===== src/rtl/operm_kp_gen.sv =====
// Permutation key generator: each accepted command emits len+1 key words holding
// a per-slice address map (identity/rotate/butterfly/reverse) plus a selector field.
module operm_kp_gen #(
  parameter int SLICES     = 8,
  parameter int LOG2SLICES = 3,
  parameter int SELIN      = 2,
  parameter int LENW       = 8
) (
  input  logic                                clk,
  input  logic                                reset,
  input  logic [2+1+LOG2SLICES+SELIN+LENW-1:0] t_cmd_dat,
  input  logic                                t_cmd_valid,
  output logic                                t_cmd_ready,
  output logic [SELIN+SLICES*LOG2SLICES-1:0]  i_kp_dat,
  output logic                                i_kp_valid,
  input  logic                                i_kp_ready,
  output logic                                i_kp_last,
  output logic                                state_dbg
);

  localparam int L  = LOG2SLICES;
  localparam int KW = SELIN + SLICES * L;

  // Both interfaces: a beat moves on a rising edge where valid && ready.
  // Neither valid depends combinationally on its own ready.
  typedef enum logic {IDLE = 1'b0, RUN = 1'b1} state_t;

  state_t state, state_nxt;

  logic [1:0]       cmd_mode;
  logic             cmd_step;
  logic [L-1:0]     cmd_amt;
  logic [SELIN-1:0] cmd_sel;
  logic [LENW-1:0]  cmd_len;

  assign {cmd_mode, cmd_step, cmd_amt, cmd_sel, cmd_len} = t_cmd_dat;

  logic [1:0]       mode_q;
  logic             step_q;
  logic [L-1:0]     amt_q;
  logic [SELIN-1:0] sel_q;
  logic [LENW-1:0]  cnt_q;
  logic [L-1:0]     amt_nxt;
  logic             cmd_fire;
  logic             kp_fire;

  assign cmd_fire = t_cmd_valid && t_cmd_ready;
  assign kp_fire  = i_kp_valid && i_kp_ready;
  assign amt_nxt  = step_q ? amt_q + L'(1) : amt_q;
  assign state_dbg = (state == RUN);

  // All address arithmetic is L bits wide, so it wraps modulo SLICES for free.
  function automatic logic [KW-1:0] make_key(input logic [1:0] m,
                                              input logic [L-1:0] a,
                                              input logic [SELIN-1:0] s);
    logic [KW-1:0] k;
    logic [L-1:0]  idx;
    k = '0;
    k[KW-1 -: SELIN] = s;
    for (int i = 0; i < SLICES; i++) begin
      idx = i[L-1:0];
      case (m)
        2'd0:    k[L*i +: L] = idx;
        2'd1:    k[L*i +: L] = idx + a;
        2'd2:    k[L*i +: L] = idx ^ a;
        default: k[L*i +: L] = ~idx;
      endcase
    end
    return k;
  endfunction

  always_ff @(posedge clk) begin
    if (reset) state <= IDLE;
    else       state <= state_nxt;
  end

  always_comb begin
    state_nxt = state;
    case (state)
      IDLE:    if (cmd_fire) state_nxt = RUN;
      RUN:     if (kp_fire && i_kp_last) state_nxt = IDLE;
      default: state_nxt = IDLE;
    endcase
  end

  always_comb begin
    t_cmd_ready = 1'b0;
    i_kp_valid  = 1'b0;
    case (state)
      IDLE:    t_cmd_ready = !reset;
      RUN:     i_kp_valid  = 1'b1;
      default: ;
    endcase
  end

  // Key word and last flag are computed one beat ahead so they leave from flops.
  always_ff @(posedge clk) begin
    if (reset) begin
      mode_q    <= '0;
      step_q    <= 1'b0;
      amt_q     <= '0;
      sel_q     <= '0;
      cnt_q     <= '0;
      i_kp_dat  <= '0;
      i_kp_last <= 1'b0;
    end else if (cmd_fire) begin
      mode_q    <= cmd_mode;
      step_q    <= cmd_step;
      amt_q     <= cmd_amt;
      sel_q     <= cmd_sel;
      cnt_q     <= cmd_len;
      i_kp_dat  <= make_key(cmd_mode, cmd_amt, cmd_sel);
      i_kp_last <= (cmd_len == '0);
    end else if (kp_fire) begin
      if (i_kp_last) begin
        i_kp_last <= 1'b0;
      end else begin
        amt_q     <= amt_nxt;
        cnt_q     <= cnt_q - LENW'(1);
        i_kp_dat  <= make_key(mode_q, amt_nxt, sel_q);
        i_kp_last <= (cnt_q == LENW'(1));
      end
    end
  end

endmodule


===== config.mk =====
export PLATFORM = sky130hd
export DESIGN_NAME = operm_kp_gen
export DESIGN_NICKNAME = d
export VERILOG_FILES = /design/src/rtl/operm_kp_gen.sv
export SDC_FILE = /design/constraint.sdc
export NUM_CORES = 1
export LEC_CHECK = 0
export CAP_MARGIN = 20
export CORE_UTILIZATION = 50
export DETAILED_ROUTE_END_ITERATION = 10
export PLACE_DENSITY = 0.79
export REMOVE_ABC_BUFFERS = 1
export SETUP_SLACK_MARGIN = 0.15
export SLEW_MARGIN = 20
export SYNTH_ARGS = -nofsm -noshare
export SYNTH_HDL_FRONTEND = slang
export SYNTH_SLANG_ARGS = --single-unit

===== constraint.sdc =====
create_clock -name clk -period 5.14 [get_ports clk]
set_input_delay 1.028 -clock clk [delete_from_list [all_inputs] [get_ports clk]]
set_output_delay 1.028 -clock clk [all_outputs]
set_load 0.05 [all_outputs]

==> results of run 1 <==
-- per-layer routing --
metal  share of wire [%]  GRT usage (%)  wire length (µm)
met5                   0              0                 0
met2                  48           43.8              2900
met3                 6.2           5.05               372
met4                 2.8           10.2               166
met1                  43           32.8              2560
-- worst max-delay path by stage --
| stage | from | end | slack (ns) | cells past startpoint |
|---|---|---|---|---|
| 2_1_floorplan | reset | t_cmd_ready | 2.43 | 1 |
| 3_3_place_gp | reset | t_cmd_ready | 1.65 | 3 |
| 3_5_place_dp | reset | i_kp_dat[11] | 1.65 | 7 |
| 4_1_cts | reset | t_cmd_ready | 1.66 | 3 |
| 5_1_grt | reset | t_cmd_ready | 1.65 | 3 |
| 6_report | reset | t_cmd_ready | 1.66 | 3 |
-- final cells by class --
cell class	count	area, µm²	area share (%)
clock buffers	7	96.3	3.37
inverters	13	48.8	1.71
multi-input cells	222	1410	49.5
flip-flops and latches	36	721	25.2
well taps	52	65.1	2.28
repair buffers	52	513	18.0
-- tightest hold or removal path: cells and delay by family (launching register included) --
kind             cells  cell delay [ns]
AND/OR/NAND/NOR      1             0.05
AO/OA/AOI/OAI        1             0.05
flip-flops           1             0.31
-- registers in the layout (all words and copies together), names as in the netlist --
signal / cells
state_dbg: 1
mode_q: 2
i_kp_dat: 18
step_q: 1
cnt_q: 8
amt_q: 3
i_kp_last: 1
sel_q: 2
-- metrics by stage --
step	utilization, %	worst slack (ns)	total power (µW)
6_report	64.3	1.66	829
5_1_grt	64.3	1.65	871
4_1_cts	64.3	1.66	833
3_5_place_dp	62.1	1.65	613
3_3_place_gp	62.1	1.65	609
2_1_floorplan	-	2.43	514
-- cells in the mapped netlist (all sizes together) (3+ instances only) --
master  number  share of area (%)
a32oi        5                1.9
nor4         4                1.1
xor2         3                1.1
a31oi        4                1.1
a221oi       3                1.1
or2          4                1.1
a211oi      15                4.8
nor3         7                1.5
o211ai       3               0.96
ha          14                7.5
mux2i        4                1.7
clkbuf      11                1.8
nand2       32                5.1
buf         17                5.1
dfxtp       36                 31
nor2        35                5.9
a21oi       30                6.4
o21ai       13                2.8
nand3        4               0.85
xnor2        6                2.6
inv         13                2.1
-- power groups by stage --
stage          clock network, µW  registers, µW  logic, µW
6_report                     219            323        287
5_1_grt                      238            326        307
3_3_place_gp                   0            328        281
2_1_floorplan                  0            396        118
4_1_cts                      225            323        286
3_5_place_dp                   0            329        284
-- cell families after synthesis --
group                    after synthesis
flip-flops                            36
AND/OR/NAND/NOR                       97
XOR/XNOR                               9
AO/OA/AOI/OAI                         96
multiplexers                           6
buffers and inverters                 41
adder cells (fa/ha/maj)               14
==> results.tsv, run 1 <==
metric	value	unit
Antenna Cells	0	
detailed-route via count	2318	
Antenna Nets Post-Route	0	
internal power	528	µW
Tcrit/Tclk final	67.8	%
post-layout min period	3.48	ns
hold_buf cts	0	
Clk Latency, worst-skew pair	0.29	ns
Post-Syn Area per Cell	7.84	µm²
DRT iter0 DRCs	302	
maximum VDD drop	0.170	mV
Top delay family on crit path	buffers and inverters	
post-CTS setup buffers	0	
Net Sw Frac	36.3	%
RSZ-0062 raised after global routing	false	
Final nets	364	
status	finished, violations left	
Die X	70.5	µm
first-pass GRT wire length	10200	µm
CP Max Fanout	2	
Root Buffer	clkbuf_8	
Synth Area in Adders	7.47	%
Psw	301	µW
vias in the first global route	2233	
Worst Max-Slew Pin Slew	0.714	ns
Hold Path Depth	2	
YS warnings	0	
post-cts resize count	0	
CP Data Arrival Time	2.46	ns
synthesized cell area	2340	µm²
worst min path class	register to register	
GP Congestion	0.913	
final-layout fill cell count	414	
pin count of the biggest net entering global routing	38	
Hold WS	0.461	ns
setup_tns	0	ns
post-synthesis sequential element count	36	
drt total wl	6010	µm
Max Clk Rate	0.287	GHz
Inst Count DP	375	
post-synthesis simple-gate area fraction	19.2	%
Slew headroom	52.2	%
worst hold endpoint	sel_q[0]	
H-tree Lvls	2	
DRT Pass-1 Iters	8	
core area	4440	µm²
CTS Buf Count	5	
DP HPWL	4370	µm
Cells after Synth	299	
fin. max-slew vios	0	
leakage power	0.00107	µW
worst reg2reg path startpoint	amt_q[0]	
Die Area	4960	µm²
Clock Path Buffers	2	
clock skew	0.00882	ns
power per cell area	290	nW/µm²
most common cell after layout, fill and taps aside	clkdlybuf4s50_1	
Comb power frac	34.6	%
multiplexer share of the synthesized area	2.67	%
final routed DRC violation total	6	
Setup crit start kind	input pin	
worst path required time	4.11	ns
fin cells	382	
Worst Setup End Kind	primary output	
Setup-failing EPs final	0	
Clock transition at path regs	0.07	ns
critical-path cell list	clkdlybuf4s50_1 > nor2_1 > clkdlybuf4s50_1	
Clock power frac	26.4	%
clk sinks	36	
sum of buffers and inverters on the critical path	2	
area grow syn2layout	21.9	%
Vias/cell	6.07	
share of layout cells above drive strength 1	5.76	%
Worst Reg-to-Reg Cells	8	
final hold viol count	0	
top_reg_cell synth	dfxtp_1	
CTS tree	built	
max incr delay on CP	0.82	ns
initial core utilization	52.7	%
dpl cell area	2760	µm²
largest family of logic cells by synthesized area	compound AO/OA/AOI/OAI gates	
commonest non-fill, non-tap cells in the layout	clkdlybuf4s50_1, dfxtp_1, nor2_1	
buffers added on ports	49	
most used cell, CP	clkdlybuf4s50_1	
initial antenna violation count	0	
Synth Area in Compound Gates	27.3	%
post-synthesis xor/xnor area fraction	3.68	%
slowest CP cell	clkdlybuf4s50_1	
violated checks	DRC	
finished layout cell area	2860	µm²
ys async rst share	0	%
sequential share of power	39.0	%
WS Path Type	input pin to primary output	
IO Count	50	
count of maximum capacitance violations	0	
Site Rows	24	
number of synthesized flops with an enable pin	0	
reg2reg setup slack	2.60	ns
Unique masters post-synth	54	
total global routing overflow	0	
All-Layer GR Usage	26.1	%
Die Span Y	70.5	µm
Worst R2R End	i_kp_dat[16]	
drt wl/cell	15.7	µm
Seq/Total Area, Yosys	30.8	%
hold path start	sel_q[0]	
(Power assumes the default switching activity.)
==> run 2, diff against run 1 <==
--- a/config.mk
+++ b/config.mk
@@ -6,9 +6,9 @@
 export NUM_CORES = 1
 export LEC_CHECK = 0
 export CAP_MARGIN = 20
-export CORE_UTILIZATION = 50
+export CORE_UTILIZATION = 46
 export DETAILED_ROUTE_END_ITERATION = 10
-export PLACE_DENSITY = 0.79
+export PLACE_DENSITY = 0.76
 export REMOVE_ABC_BUFFERS = 1
 export SETUP_SLACK_MARGIN = 0.15
 export SLEW_MARGIN = 20
==> constraint.sdc (replaced) <==
create_clock -name clk -period 3.08 [get_ports clk]
set_input_delay 0.616 -clock clk [delete_from_list [all_inputs] [get_ports clk]]
set_output_delay 0.616 -clock clk [all_outputs]
set_load 0.05 [all_outputs]
==> run 2 against run 1 <==
Count of clock-buffer cells in the layout shrank 2. Highest routed layer unchanged. Worst setup slack lost 0.98 ns. Core utilization shrank 3.1 points. Total power grew 64%. Wire length grew 2.8%. The run now ends clean. Critical path depth grew 5. Global-route usage shrank 1.3 points. Cell area grew 3.1%. Die area grew 8.4%. Critical endpoint is now i_kp_dat[11]. Sequential cell count is the same. Via count grew 0.52%. Clock power grew 49%.
==> results.tsv, run 2 (synthesis results as in run 1) <==
metric	value	unit
finished layout cell area	2950	µm²
Setup crit start kind	input pin	
WS Path Type	input pin to register	
Core Util, Final	61.1	%
DRT iter0 DRCs	157	
Antenna Nets Post-Route	0	
hold_buf cts	0	
Die Span Y	73.4	µm
pin count of the biggest net entering global routing	34	
Hold WS	0.455	ns
H-tree Lvls	2	
fin. max-slew vios	0	
area grow syn2layout	25.7	%
worst min path class	register to register	
final routed DRC violation total	0	
drt wl/cell	15.2	µm
Regs by FF count	i_kp_dat: 18 flops, cnt_q: 8 flops, amt_q: 3 flops	
All-Layer GR Usage	24.7	%
leakage power	0.00112	µW
final hold viol count	0	
Die X	73.4	µm
drt total wl	6170	µm
first-pass GRT wire length	10200	µm
buffers added on ports	49	
Die Area	5380	µm²
post-CTS setup buffers	0	
Clock Path Buffers	2	
Clock transition at path regs	0.07	ns
Tcrit/Tclk final	77.9	%
DP HPWL	4660	µm
Vias/cell	5.72	
GR Util met3	4.39	%
Root Buffer	clkbuf_8	
GR Util met2	40.4	%
maximum VDD drop	0.219	mV
power per cell area	462	nW/µm²
post-cts resize count	0	
CTS tree	built	
dpl cell area	2860	µm²
initial antenna violation count	0	
vias in the first global route	2103	
share of layout cells above drive strength 1	8.82	%
CP Max Fanout	12	
slowest CP cell	clkdlybuf4s50_1	
Worst Max-Slew Pin Slew	0.621	ns
clock skew	0.00379	ns
Antenna Cells	0	
Max Clk Rate	0.417	GHz
critical-path cell list	clkdlybuf4s50_1 > inv_1 > ha_1 > a21oi_1 > mux2i_1 > o31a_1 > a22o_1 > a31o_1	
Site Rows	25	
CTS Buf Count	5	
worst path required time	3.27	ns
total global routing overflow	0	
post-layout min period	2.40	ns
status	completed	
max incr delay on CP	0.55	ns
clk sinks	36	
GP Congestion	0.922	
RSZ-0062 raised after global routing	false	
Top delay family on crit path	compound AO/OA/AOI/OAI gates	
sum of buffers and inverters on the critical path	2	
Worst Setup End Kind	register	
most common cell after layout, fill and taps aside	clkdlybuf4s50_1	
commonest non-fill, non-tap cells in the layout	clkdlybuf4s50_1, dfxtp_1, nor2_1	
Final nets	374	
Pwr Total	1360	µW
IO Count	50	
detailed-route via count	2330	
CP Data Arrival Time	2.59	ns
core area	4820	µm²
Slew headroom	58.2	%
Most Crowded Layer GR	met2	
DRT Pass-1 Iters	4	
Setup-failing EPs final	0	
count of maximum capacitance violations	0	
initial core utilization	48.6	%
Largest register FFs	18	
setup_tns	0	ns
Clk Latency, worst-skew pair	0.29	ns
Most flops, register	i_kp_dat	
met1 GRT Util	32.5	%
[run 2: cell types whose count changed in the layout (fill, tap and decap cells not counted)]
cell	previous run	this run
buf_12	0	1
buf_4	3	13
clkbuf_8	7	5
clkdlybuf4s50_1	49	48
clkinv_2	0	1
clkinvlp_4	0	1
[run 2: final cells by class]
cell class	instances	area [µm²]
Inverter	13	48.8
Timing Repair Buffer	62	598
Clock buffer	5	68.8
Sequential cell	36	721
Clock inverter	2	12.5
Fill cell	451	1870
Tap cell	67	83.8
Multi-Input combinational cell	222	1410
[run 2: where the power goes]
group | switching, µW | leakage [µW] | total, µW | internal [µW]
Combinational | 305 | 0.000779 | 496 | 191
Clock | 173 | 0.0000400 | 326 | 153
Sequential | 33.4 | 0.000296 | 538 | 505
[run 2: tightest hold or removal path, stage by stage (launching register included)]
cell and delay, ns:
dfxtp_1 0.31, nand2_1 0.05, a21oi_1 0.05
[run 2: metrics by stage]
| step | cells | setup slack (ns) |
|---|---|---|
| 4_1_cts | 407 | 0.689 |
| 6_report | 407 | 0.680 |
| 5_1_grt | 407 | 0.558 |
| 2_1_floorplan | 271 | 0.411 |
| 3_3_place_gp | 400 | 0.402 |
| 3_5_place_dp | 400 | 0.381 |
[run 2: per-layer routing]
| layer | wire length [µm] | share of wire, % | up-vias |
|---|---|---|---|
| met5 | 0 | 0 | - |
| met1 | 2760 | 45 | 1081 |
| met4 | 174 | 2.8 | 0 |
| li1 | - | - | 1153 |
| met3 | 384 | 6.2 | 16 |
| met2 | 2850 | 46 | 80 |
[run 2: worst paths after layout]
kind	cells past startpoint	slack, ns	startpoint	end
max reg2reg	9	0.85	amt_q[0]	i_kp_dat[16]
min	2	0.46	sel_q[1]	sel_q[1]
max	8	0.68	t_cmd_dat[15]	i_kp_dat[11]
min reg2reg	2	0.46	sel_q[1]	sel_q[1]
